[src/rtl/decode_queue.sv]
// Instruction decode queue: buffers fetched RV32I words with their PCs in a
// small FIFO and presents the head entry fully field-decoded. Immediates are
// sign-extended to XLEN. Decoded outputs are forced to zero while the queue
// is empty.
module decode_queue #(
   parameter int XLEN  = 32,
   parameter int DEPTH = 4
) (
   input  logic                       clk,
   input  logic                       rst_n,
   input  logic                       flush,
   input  logic                       in_valid,
   output logic                       in_ready,
   input  logic [31:0]                in_instr,
   input  logic [XLEN-1:0]            in_pc,
   output logic                       out_valid,
   input  logic                       out_ready,
   output logic [XLEN-1:0]            out_pc,
   output logic [6:0]                 out_opcode,
   output logic [2:0]                 out_funct3,
   output logic [6:0]                 out_funct7,
   output logic [4:0]                 out_rs1,
   output logic [4:0]                 out_rs2,
   output logic [4:0]                 out_rd,
   output logic [XLEN-1:0]            out_i_imm,
   output logic [XLEN-1:0]            out_s_imm,
   output logic [XLEN-1:0]            out_b_imm,
   output logic [XLEN-1:0]            out_u_imm,
   output logic [XLEN-1:0]            out_j_imm,
   output logic                       out_illegal,
   output logic [$clog2(DEPTH):0]     count
);

   localparam int PW = $clog2(DEPTH);
   localparam int CW = PW + 1;
   localparam logic [CW-1:0] DEPTH_C = CW'(DEPTH);

   logic [31:0]     instr_mem_r [DEPTH];
   logic [XLEN-1:0] pc_mem_r    [DEPTH];
   logic [PW-1:0]   head_r;
   logic [PW-1:0]   tail_r;
   logic [CW-1:0]   count_r;

   logic            in_ready_s;
   logic            out_valid_s;
   logic            push_s;
   logic            pop_s;
   logic [31:0]     head_instr_s;
   logic [XLEN-1:0] head_pc_s;

   // Sign-extend a 32-bit value to the datapath width.
   function automatic logic [XLEN-1:0] sext32(input logic [31:0] v);
      return XLEN'($signed(v));
   endfunction

   // True when the opcode is one of the supported RV32I major opcodes.
   function automatic logic is_legal_op(input logic [6:0] op);
      logic ok;
      case (op)
         7'b0110111, 7'b0010111, 7'b1101111, 7'b1100111, 7'b1100011,
         7'b0000011, 7'b0100011, 7'b0010011, 7'b0110011, 7'b1110011: ok = 1'b1;
         default: ok = 1'b0;
      endcase
      return ok;
   endfunction

   // Handshake qualifiers; in_ready is held low while reset is asserted.
   assign in_ready_s  = rst_n && (count_r < DEPTH_C);
   assign out_valid_s = (count_r != {CW{1'b0}});
   assign push_s      = in_valid && in_ready_s && !flush;
   assign pop_s       = out_valid_s && out_ready && !flush;

   // Pointer and occupancy tracking; flush clears the queue next cycle.
   always_ff @(posedge clk or negedge rst_n) begin
      if (!rst_n) begin
         head_r  <= {PW{1'b0}};
         tail_r  <= {PW{1'b0}};
         count_r <= {CW{1'b0}};
      end else if (flush) begin
         head_r  <= {PW{1'b0}};
         tail_r  <= {PW{1'b0}};
         count_r <= {CW{1'b0}};
      end else begin
         if (push_s) tail_r <= tail_r + PW'(1);
         if (pop_s)  head_r <= head_r + PW'(1);
         if (push_s && !pop_s)
            count_r <= count_r + CW'(1);
         else if (pop_s && !push_s)
            count_r <= count_r - CW'(1);
         else
            count_r <= count_r;
      end
   end

   // Entry storage: written only on an accepted push, never cleared.
   always_ff @(posedge clk) begin
      if (push_s) begin
         instr_mem_r[tail_r] <= in_instr;
         pc_mem_r[tail_r]    <= in_pc;
      end
   end

   // Head entry selection, masked to zero when the queue is empty.
   always_comb begin
      head_instr_s = 32'h0000_0000;
      head_pc_s    = {XLEN{1'b0}};
      if (out_valid_s) begin
         head_instr_s = instr_mem_r[head_r];
         head_pc_s    = pc_mem_r[head_r];
      end else begin
         head_instr_s = 32'h0000_0000;
         head_pc_s    = {XLEN{1'b0}};
      end
   end

   // Field and immediate decode of the head instruction.
   always_comb begin
      out_opcode  = head_instr_s[6:0];
      out_funct3  = head_instr_s[14:12];
      out_funct7  = head_instr_s[31:25];
      out_rs1     = head_instr_s[19:15];
      out_rs2     = head_instr_s[24:20];
      out_rd      = head_instr_s[11:7];
      out_i_imm   = sext32({{20{head_instr_s[31]}}, head_instr_s[31:20]});
      out_s_imm   = sext32({{20{head_instr_s[31]}}, head_instr_s[31:25], head_instr_s[11:7]});
      out_b_imm   = sext32({{19{head_instr_s[31]}}, head_instr_s[31], head_instr_s[7],
                            head_instr_s[30:25], head_instr_s[11:8], 1'b0});
      out_u_imm   = sext32({head_instr_s[31:12], 12'h000});
      out_j_imm   = sext32({{11{head_instr_s[31]}}, head_instr_s[31], head_instr_s[19:12],
                            head_instr_s[20], head_instr_s[30:21], 1'b0});
      out_illegal = out_valid_s && !is_legal_op(head_instr_s[6:0]);
   end

   assign in_ready  = in_ready_s;
   assign out_valid = out_valid_s;
   assign out_pc    = head_pc_s;
   assign count     = count_r;

endmodule

[config.mk]
export PLATFORM = sky130hd
export DESIGN_NAME = decode_queue
export DESIGN_NICKNAME = d
export VERILOG_FILES = /design/src/rtl/decode_queue.sv
export SDC_FILE = /design/constraint.sdc
export NUM_CORES = 1
export LEC_CHECK = 0
export ABC_AREA = 1
export ABC_CLOCK_PERIOD_IN_PS = 6500
export BUFFER_PORTS_ARGS = -buffer_cell sky130_fd_sc_hd__buf_2
export CORE_MARGIN = 1
export CORE_UTILIZATION = 46
export DETAILED_ROUTE_END_ITERATION = 12
export PLACE_DENSITY = 0.79
export SLEW_MARGIN = 5
export SYNTH_ARGS = -nofsm -noshare
export SYNTH_HDL_FRONTEND = slang
export SYNTH_SLANG_ARGS = --single-unit
[constraint.sdc]
create_clock -name clk -period 6.5 [get_ports clk]
set_input_delay 0.65 -clock clk [delete_from_list [all_inputs] [get_ports clk]]
set_output_delay 0.65 -clock clk [all_outputs]
set_load 0.01 [all_outputs]
==> flow_metrics.env <==
export IMPL_timing_setup_tns_ns=0
export IMPL_die_width_microns=162
export IMPL_area_of_the_mapped_netlist_sq_um=11700
export IMPL_cts_buffers=26
export IMPL_detailroute_via_count=7433
export IMPL_maxCapViolCount=0
export IMPL_cts_resized=0
export IMPL_synth_simple_area_share=0.108
export IMPL_worstHoldPathType="in -> reg"
export IMPL_worstPathRequired_ns=5.85
export IMPL_grt_usage=0.183
export IMPL_htree_levels=1
export IMPL_synth_compound_area_share=0.0801
export IMPL_worst_r2r_setup_slack_ns=3.67
export IMPL_power_leakage_nw=5.24
export IMPL_worst_r2r_cell_count=4
export IMPL_crit_reg2reg_launch="count[2]"
export IMPL_slowest_stage="buf_4"
export IMPL_timing_hold_worst_path_depth=1
export IMPL_data_arrival_at_the_endpoint_of_the_critical_path_ns=3.15
export IMPL_initial_core_util=0.466
export IMPL_actual_slew_at_the_worst_max_slew_pin_ns=1.19
export IMPL_synth_fa_ha_area_frac=0.00598
export IMPL_avgViaCountPerCell=4.97
export IMPL_setup_worst_path_end="out_illegal"
export IMPL_path_cells="buf_4 -> nand2_1 -> nand3_1 -> nand2_1 -> nand2_1 -> nand2_1 -> nand2_1 -> nand3_1 -> nand2_1 -> inv_1 -> buf_2"
export IMPL_die_outline_area_sq_um=26100
export IMPL_grt_setup_unrepaired="no"
export IMPL_timing_critical_path_from_type="register"
export IMPL_clock_sink_count=263
export IMPL_synth_top_family_by_area="buffers and inverters"
export IMPL_drive_gt1_frac=0.299
export IMPL_register_bit_total_from_synthesis=263
export IMPL_count_of_nets_after_finishing=1222
export IMPL_hpwlAfterDp_microns=13900
export IMPL_timing_final_ws_setup_ns=2.70
export IMPL_cts_root_buffer="clkbuf_16"
export IMPL_final_min_period_over_clock_period=0.584
export IMPL_report_final_hold_viol_count=0
export IMPL_number_of_port_buffers=284
export IMPL_design_power_total_w=0.00536
export IMPL_power_density_nw_per_um2=408
export IMPL_final_min_clock_period_ns=3.80
export IMPL_ys_warnings_count=0
export IMPL_clock_skew_ns=0.00900
export IMPL_outcome="finished clean"
export IMPL_slowest_delay_ns=0.87
export IMPL_muxShareOfSynthArea=0
export IMPL_cts_tree="yes"
export IMPL_worst_setup_path_type="reg -> out"
export IMPL_area_sequential_sq_um=7870
export IMPL_i_o_pin_count=299
export IMPL_synthesis_instances=1021
export IMPL_detailedRoute_firstIterationViolations=423
export IMPL_gp_routability_congestion=0.794
export IMPL_num_rows=58
export IMPL_synthesis_area_per_instance_sq_um=11.5
export IMPL_first_pass_iters=4
export IMPL_post_synth_xor_area_fraction=0.000748
export IMPL_antenna_left=0
export IMPL_clock_tree_buffer_depth=3
export IMPL_drc=0
export IMPL_worstPathMaxFanout=103
export IMPL_grt_overflow_total=0
export IMPL_final_hold_worst_slack_ns=0.334
export IMPL_finalMaxSlewViolations=0
export IMPL_max_slew_margin_rel=0.208
export IMPL_vertical_die_dimension_microns=162
export IMPL_cpMostUsedCell="nand2_1"
export IMPL_cp_end_kind="output port"
export IMPL_sum_of_routed_wire_length_over_all_layers_microns=24300
export IMPL_route_detailed_wl_per_inst_microns=16.2
export IMPL_grt_pass1_wl_microns=37000
export IMPL_worstReg2RegEnd="instr_mem_r[1][4]"
export IMPL_worst_setup_hold_path_clk_slew_ns=0.06
export IMPL_pre_cts_slack_ns=3.15
export IMPL_synth_sequential_area_ratio=0.671
export IMPL_nFillCells=2132
export IMPL_irDropWorstVdd_uv=345
export IMPL_antenna_found_initial=4
export IMPL_timing_critical_path_from="head_r[0]"
export IMPL_multi_input_logic_area_sq_um=2370
export IMPL_area_growth_pct=12.0
export IMPL_timing_final_setup_violations=0
export IMPL_grt_start_max_net_pins=104
export IMPL_area_inside_the_core_boundary_sq_um=25100
export IMPL_insertion_delay_ns=0.53
export IMPL_vias_in_the_first_global_route=7099
export IMPL_fmaxAchievable_ghz=0.263
export IMPL_post_synth_num_cell_types=25
## stage by stage
stage          utilization  cell area (sq um)  instances
2_1_floorplan            -              11800       1034
3_3_place_gp         0.488              12300       1448
3_5_place_dp         0.488              12300       1448
4_1_cts              0.521              13100       1494
5_1_grt              0.522              13100       1496
6_report             0.522              13100       1497
## power breakdown
part           internal [W]  switching (W)
Clock              0.000846       0.000590
Combinational      0.000691        0.00128
Sequential          0.00191      0.0000405
## how the worst min path moves through the flow
stage	end	from	slack, ns
floorplan	count[0]	rst_n	0.35
global placement	count[1]	rst_n	0.50
detailed placement	count[0]	rst_n	0.50
CTS	instr_mem_r[1][27]	in_instr[27]	0.31
global route	instr_mem_r[1][27]	in_instr[27]	0.31
finish	pc_mem_r[3][30]	in_pc[30]	0.33
## layer usage
layer,global-route usage,up-vias,routed length [microns]
li1,-,3551,-
met1,0.215,3540,9540
met2,0.340,295,12700
met3,0.0288,43,1510
met4,0.0579,4,517
met5,0,-,22
## cell usage in the layout, fill, tap and decap left out, types with 2 or more instances in the layout
master / synthesis / routed
clkbuf_1: 11 / 7
clkbuf_8: 0 / 3
bufinv_16: 0 / 2
nor2_4: 0 / 4
nand2_1: 70 / 70
clkinv_1: 0 / 4
clkbuf_16: 0 / 26
ha_1: 4 / 4
nand3_1: 14 / 14
o21ai_0: 121 / 121
edfxtp_1: 256 / 256
a21oi_2: 2 / 2
inv_2: 3 / 4
a21oi_1: 63 / 62
buf_4: 160 / 9
nand2_2: 4 / 4
buf_2: 19 / 284
conb_1: 1 / 14
dfrtp_1: 7 / 5
inv_1: 25 / 24
nor2_1: 237 / 233
diode_2: 0 / 2
## repair_timing
action	CTS	global route
hold endpoints to repair	7	0
buffers inserted	0	0
hold buffers	1	0
## cells by family after synthesis
family | Yosys count
AO/OA/AOI/OAI | 186
XOR/XNOR | 1
adder cells (fa/ha/maj) | 5
buffers and inverters | 238
flip-flops | 263
other | 1
AND/OR/NAND/NOR | 327
## cells in the mapped netlist
cell	count	area (sq um)
nor2_1	237	890
a21oi_2	2	17.5
dfrtp_1	7	175
buf_2	19	95.1
inv_4	1	6.26
nor2_2	1	6.26
buf_6	2	22.5
nand2_1	70	263
edfxtp_1	256	7690
buf_1	15	56.3
buf_4	160	1200
nand3_1	14	70.1
nand2_2	4	25.0
ha_1	4	50.1
a21oi_1	63	315
inv_1	25	93.8
conb_1	1	3.75
buf_12	1	20.0
fa_1	1	20.0
inv_2	3	11.3
nand3_2	1	10.0
buf_8	1	15.0
xor2_1	1	8.76
clkbuf_1	11	41.3
o21ai_0	121	606
## sequential cells by signal, summed over array words and instances (netlist names)
register	cells
head_r	2
pc_mem_r	128
count	3
tail_r	2
instr_mem_r	128
## layout make-up
| type | count | share of cell area |
|---|---|---|
| diodes | 2 | 0.000382 |
| inverters | 29 | 0.00849 |
| clock inverters | 9 | 0.00792 |
| clock buffers | 36 | 0.0548 |
| well taps | 330 | 0.0315 |
| flip-flops and latches | 263 | 0.600 |
| repair buffers | 295 | 0.116 |
| multi-input cells | 533 | 0.181 |
## critical path: cells and delay by family, from the launching register on
kind	cells	cell delay [ns]
buffers and inverters	3	1.04
DFF	1	0.66
and+or+nand+nor	8	0.76
Power figures use the tool's default switching activity.
